## config.mk

```make
export PLATFORM = sky130hd
export DESIGN_NAME = lfsr_press_gen
export DESIGN_NICKNAME = d
export VERILOG_FILES = /design/src/rtl/lfsr_press_gen.sv
export SDC_FILE = /design/constraint.sdc
export NUM_CORES = 1
export LEC_CHECK = 0
export CORE_MARGIN = 4
export CORE_UTILIZATION = 30
export DETAILED_ROUTE_END_ITERATION = 10
export GPL_TIMING_DRIVEN = 0
export PLACE_DENSITY = 0.59
export SLEW_MARGIN = 20
export SYNTH_ARGS = -nofsm -noshare
export SYNTH_HDL_FRONTEND = slang
export SYNTH_SLANG_ARGS = --single-unit
```

## constraint.sdc

```tcl
create_clock -name Clock -period 3.7 [get_ports Clock]
set_input_delay 1.11 -clock Clock [delete_from_list [all_inputs] [get_ports Clock]]
set_output_delay 1.11 -clock Clock [all_outputs]
set_load 0.01 [all_outputs]
```

## src/rtl/lfsr_press_gen.sv

```systemverilog
// lfsr_press_gen
//   Pseudo-random "button press" generator. A 10-bit Fibonacci XNOR LFSR
//   produces a new random value on every enabled cycle. A small FSM compares
//   that value with a difficulty threshold. When the value is above the
//   threshold it emits a one-cycle press pulse, then forces a fixed cooldown
//   before it may press again.
//
// Ports
//   Clock      in   system clock, rising edge
//   Reset      in   asynchronous active-low reset
//   Enable     in   1 = run; 0 = hold LFSR, return FSM to IDLE, no presses
//   Load       in   1 = load Seed into the LFSR (all-ones seed loads zero)
//   Seed       in   LFSR load value
//   Threshold  in   unsigned difficulty threshold (press when Rand > Threshold)
//   Rand       out  current LFSR state, registered
//   Press      out  registered one-cycle press pulse
//
// FSM states
//   state | meaning
//   IDLE  | generator disabled or just reset; no compare performed
//   ARMED | compare Rand against Threshold each cycle, press when greater
//   COOL  | forced idle after a press; counter runs down to re-arm
module lfsr_press_gen #(
  parameter int WIDTH    = 10,
  parameter int COOLDOWN = 4
) (
  input  logic             Clock,
  input  logic             Reset,
  input  logic             Enable,
  input  logic             Load,
  input  logic [WIDTH-1:0] Seed,
  input  logic [WIDTH-1:0] Threshold,
  output logic [WIDTH-1:0] Rand,
  output logic             Press
);

  localparam int               CNT_W    = $clog2(COOLDOWN + 1);
  localparam logic [WIDTH-1:0] LOCKUP   = '1;
  localparam logic [CNT_W-1:0] CNT_LOAD = CNT_W'(COOLDOWN);
  localparam logic [CNT_W-1:0] CNT_ONE  = CNT_W'(1);

  typedef enum logic [1:0] {
    IDLE  = 2'd0,
    ARMED = 2'd1,
    COOL  = 2'd2
  } state_t;

  state_t           state, state_next;
  logic [CNT_W-1:0] cnt, cnt_next;
  logic             press_next;
  logic [WIDTH-1:0] rand_next;
  logic [WIDTH-1:0] rand_step;
  logic             feedback;

  // Taps 10 and 7 (bits 9 and 6). With XNOR feedback the all-ones word is
  // the one state outside the maximal cycle, so zero is a legal start point.
  assign feedback  = ~(Rand[9] ^ Rand[6]);
  assign rand_step = {Rand[WIDTH-2:0], feedback};

  // Load wins over everything; an all-ones value, whether loaded or reached
  // through an upset, is never allowed to persist because it would lock up.
  always_comb begin
    rand_next = Rand;
    if (Load) begin
      rand_next = (Seed == LOCKUP) ? '0 : Seed;
    end else if (Rand == LOCKUP) begin
      rand_next = '0;
    end else if (Enable) begin
      rand_next = rand_step;
    end
  end

  always_ff @(posedge Clock or negedge Reset) begin
    if (!Reset) begin
      Rand <= '0;
    end else begin
      Rand <= rand_next;
    end
  end

  // Load does not touch the FSM; the compare always sees the pre-edge Rand.
  always_comb begin
    state_next = state;
    cnt_next   = cnt;
    press_next = 1'b0;
    if (!Enable) begin
      state_next = IDLE;
      cnt_next   = '0;
    end else begin
      case (state)
        IDLE: begin
          state_next = ARMED;
        end
        ARMED: begin
          if (Rand > Threshold) begin
            press_next = 1'b1;
            cnt_next   = CNT_LOAD;
            state_next = COOL;
          end
        end
        COOL: begin
          // Re-arm on the edge that sees count 1, so a press repeats every
          // COOLDOWN+1 cycles at the maximum rate.
          if (cnt <= CNT_ONE) begin
            cnt_next   = '0;
            state_next = ARMED;
          end else begin
            cnt_next = cnt - CNT_ONE;
          end
        end
        default: begin
          state_next = IDLE;
          cnt_next   = '0;
        end
      endcase
    end
  end

  always_ff @(posedge Clock or negedge Reset) begin
    if (!Reset) begin
      state <= IDLE;
      cnt   <= '0;
      Press <= 1'b0;
    end else begin
      state <= state_next;
      cnt   <= cnt_next;
      Press <= press_next;
    end
  end

endmodule

```

=== Word-level counts from Yosys, hierarchy flattened ===
Cells that the tools add are included.

* Bits of input ports: 24
* Output and inout port bits: 11
* Register bits after elaboration: 16
* Logic and storage cells: 35

* Bitwise gates (word level): 2
* Muxes and demuxes: 15
* Order comparisons: 2
* Eq/ne operators: 7
* $add $sub $neg: 1
* Reductions and logical operators: 4

{| class="wikitable"
|+ Operators by type and width
! cell !! count
|-
| $mux W10 || 4
|-
| $eq A10 B10 Y1 const B || 2
|-
| $gt A10 B10 Y1 || 1
|-
| $mux W3 || 3
|-
| $pmux W3 S3 || 1
|-
| $mux W2 || 3
|-
| $ne A3 B3 Y1 const B || 2
|-
| $pmux W2 S3 || 1
|-
| $reduce_and A2 Y1 || 2
|-
| $le A3 B1 Y1 const B || 1
|-
| $mux W1 || 3
|-
| $reduce_bool A3 Y1 || 1
|-
| $sub A3 B1 Y3 const B || 1
|-
| $eq A2 B1 Y1 const B || 1
|-
| $eq A2 B2 Y1 const B || 1
|-
| $logic_not A2 Y1 || 1
|-
| $ne A2 B2 Y1 const B || 1
|-
| $not A1 Y1 || 1
|-
| $xor A1 B1 Y1 || 1
|}

=== Logic depth before layout (Yosys ltp) ===
* Word-level depth: 5
* Gate-level depth with buffers: 7
* Depth with buffers taken out: 7

=== Worst setup path before layout ===
Ideal clock, no wire load.

* Path kind: input-to-reg
* From: input Threshold[8]
* To: register cnt[0]
* Data arrival time: 2540 ps
* Setup slack: 1034 ps
* Buffers on the path: 0
* Cell stages on the path: 7
* Library setup time: 126 ps
* Cell sequence: inv_1 -> ha_1 -> a21oi_1 -> a21boi_1 -> nor4_2 -> o21ai_1 -> a221o_1

* Word-level cells in the longest chain between the ends: 3

{| class="wikitable"
|+ Ends and longest elaborated chain
! what !! line !! source
|-
| start, declared || 32 || <nowiki>input logic [WIDTH-1:0] Threshold,</nowiki>
|-
| $gt A10 B10 Y1 || 95 || <nowiki>if (Rand > Threshold) begin</nowiki>
|-
| $ne A3 B3 Y1 (no line) || - ||
|-
| $reduce_and A2 Y1 (no line) || - ||
|-
| end signal, assigned || 126 || <nowiki>cnt <= cnt_next;</nowiki>
|-
| end, declared || 49 || <nowiki>logic [CNT_W-1:0] cnt, cnt_next;</nowiki>
|}

Every way passes these cells.
A chain may end at the register's enable or synchronous reset.

=== Worst setup path after layout ===
* From: input Threshold[8]
* To: register cnt[1]

Same word-level chain as after synthesis.

==> results.md <==
* Post-CTS Repair Setup Buffers at 0
* Final period utilization at approximately 85%
* Gr ovfl total at 0
* Comb pwr share at between 30% and 40%
* WL final at between 3000 and 4000 µm
* Max_cap viols at 0
* Pre-CTS setup slack at roughly 0.25 ns
* CP Cell Sequence: clkdlybuf4s50_1 -> inv_1 -> ha_1 -> nand4_1 -> a211oi_1 -> nor4_2 -> a31oi_1 -> mux2_1
* Sw Share at approximately 32%
* Hold_sp: cnt[1]
* Post-DP HPWL at ~2900 µm
* Met3 GRT Util at under 10%
* Multi-input gate area at about 760 µm²
* Type of origin of the critical path: primary input
* Final Hold Fails at 0
* Area leader, netlist: dfrtp_1
* Clock Latency Late Sink at approximately 0.24 ns
* # DRC at 0
* Via count at about 1200
* Critical-path top delay cell: clkdlybuf4s50_1
* FFs w/ async S/R, synth at between 90% and 100%
* Fin area at ~1700 µm²
* Synth unique cells at 36
* TritonRoute pass-1 iters at 4
* Critical Path End Type: flip-flop
* EDFF count, synth at 0
* Iter 0 DRT Violations at 50
* Yosys reg bits at 16
* Clk buf depth at 2
* Io pins at 35
* Synth top area share at approximately 33%
* Layout cells sized above 1 at 3.955%
* Worst EP required at between 3 and 4 ns
* Setup Skew at approximately 0.0008 ns
* Leak at around 0.75 nW
* Die ar. at approximately 5200 µm²
* Max rail drop VDD at roughly 0.13 mV
* RSZ-0062 raised after global routing: no
* Clk sink count at 16
* Root buf cell: clkbuf_8
* Final net count at around 220
* Reg-to-reg startpoint: Rand[8]
* HP Class: flip-flop to flip-flop
* Ant diodes at 0
* Die Y at 71.97 µm
* Syn. warnings at 0
* Sequential share of power at just over 40%
* Initial antenna violation count at 0
* H-tree lvl count at 1
* CTS clk-pin slew, worst paths at 0.06 ns
* Mean Syn Cell Area at slightly below 9 µm²
* Cts bufs inserted at 3
* Max incr delay on CP at between 0.4 and 0.5 ns
* Status: finished clean
* Tot GR Track Use at between 10% and 20%
* # rows at 22
* Fin worst setup slack at between 0.5 and 0.6 ns
* CP Max Fanout at 6
* CP arrival at approximately 3.3 ns
* Max-slew violations at 0
* Final setup violating endpoints at 0
* Fmax at roughly 0.32 GHz
* Mapped Cells at 140
* Via-per-instance ratio at ~5.3
* Port Buf Inserts at 34
* Wire per inst at 15.42 µm
* First-pass GRT wire length at around 5800 µm
* Core area at 3799 µm²
* Net Count, Synth at about 180
* Fin crit period at around 3.2 ns
* Busiest grt layer: met2
* Synth Cell Area at approximately 1200 µm²
* Routability cong. at between 0.8 and 0.9
* Crit path kind: primary input to flip-flop
* Synth-to-layout area growth at 35.98%
* Fillers at between 300 and 400
* Leading post-synthesis cells by cell area: dfrtp_1 (33%), ha_1 (15%), inv_1 (5.5%)
* Placed Area at 1628 µm²
* Int Power at between 0.3 and 0.4 mW
* Largest net degree at the start of global routing at 17
* DIE WIDTH at 71.97 µm
* Sequential share of the synthesized area at 32.62%
* Post-CTS sizing at 0
* PwrDens at between 300 and 400 nW/µm²
* Slew HR at 49.53%
* Post-synth top flop: dfrtp_1
* CTS tree: yes
* Clock power share at 24.4%
* GR Util met2 at 26.94%
* Number of global-route vias before repair at about 1300
* Global Route met1 Usage at between 10 and 15%
* Initial Util at 32.31%
* Final setup TNS at 0 ns
* CP Buf/Inv Count at 2
* Critical path's top delay family: compound AO/OA/AOI/OAI gates
* CTS Hold Bufs at 0
* CP startpoint: Threshold[8]
* Antenna Violating Nets Remaining at 0
* Measured slew at the worst slew-check pin at between 0.7 and 0.8 ns
* FF+latch area at about 400 µm²
* Top post-synthesis cells by count: inv_1 (18), nand2_1 (18), dfrtp_1 (16), ha_1 (15), o21ai_0 (11)
* Sw Pwr at 0.1716 mW
-- through the flow --
step                      power [mW]  hold WS [ns]  cells  util, %
after floorplan               0.3130        0.4818    140        -
final                         0.5279        0.5209    225    43.94
after global routing          0.5636        0.5446    225    43.94
after global placement        0.3936        0.5020    222    42.85
after CTS                     0.5328        0.5237    225    43.94
after detailed placement      0.4023        0.5107    222    42.85
-- power groups by stage --
stage	Sequential [mW]	Clock (mW)	Combinational, mW
after detailed placement	0.218	0	0.185
final	0.214	0.129	0.185
after CTS	0.215	0.132	0.186
after global routing	0.218	0.141	0.205
after global placement	0.216	0	0.177
after floorplan	0.216	0	0.0966
-- path summary, 6_finish.rpt --
check | endpoint | depth (start not counted) | slack, ns
min in group asynchronous | cnt[2] | 1 | 1.31
worst max-delay path | cnt[1] | 8 | 0.54
max in group asynchronous | cnt[1] | 1 | 1.92
worst max register to register | cnt[1] | 6 | 1.43
worst min register to register | cnt[1] | 1 | 0.52
worst min-delay path | cnt[1] | 1 | 0.52
-- per-layer routing --
metal / wire length (µm) / part of all wire [%] / up-vias
li1: - / - / 591
met1: 1458 / 42 / 576
met2: 1819 / 52 / 32
met3: 171 / 4.9 / 2
met4: 21 / 0.61 / 0
met5: 0 / 0 / -
-- worst reg2reg max path, stage by stage, from the launching register on --
cell and delay [ns]:
dfrtp_1 0.43, ha_1 0.34, nand4_1 0.21, a211oi_1 0.43, nor4_2 0.14, a31oi_1 0.25, mux2_1 0.35
-- cell type report --
type                    instances  share of cell area (%)
flip-flops and latches         16                   23.99
inverters                      18                   4.048
clock buffers                   3                   2.474
repair buffers                 34                   20.39
well taps                      48                   3.598
plain buffers                   1                  0.2249
multi-input cells             105                   45.28
-- kinds of logic (layout without fill, tap and decap cells) --
family                   after synthesis  count (layout)  share of synthesized area, %
multiplexers                           5               5                         4.179
adder cells (fa/ha/maj)               15              15                         15.29
buffers and inverters                 19              56                         5.810
flip-flops                            16              16                         32.62
AO/OA/AOI/OAI                         39              39                         22.73
XOR/XNOR                               1               1                        0.7137
AND/OR/NAND/NOR                       45              45                         18.65
-- placed cells by master, fill, tap and decap left out, types with 2 or more instances in the layout --
| cell | instances |
|---|---|
| nor2_1 | 5 |
| inv_1 | 18 |
| a31oi_1 | 2 |
| dfrtp_1 | 16 |
| a21oi_1 | 5 |
| nor4_1 | 2 |
| nand4_1 | 4 |
| mux2i_1 | 4 |
| o41ai_1 | 2 |
| or3_1 | 2 |
| o211ai_1 | 2 |
| o21ai_0 | 11 |
| nand2_1 | 18 |
| nand2b_1 | 2 |
| nand3_1 | 3 |
| nor3_1 | 5 |
| clkbuf_8 | 3 |
| ha_1 | 15 |
| clkdlybuf4s50_1 | 34 |
| o211a_1 | 2 |
| a2bb2oi_1 | 5 |
-- registers in the layout, summed over array words and instances (netlist names) --
register,flops
cnt,3
state,2
Rand,10
Press,1
No activity file was read; power rests on OpenSTA's default activity.
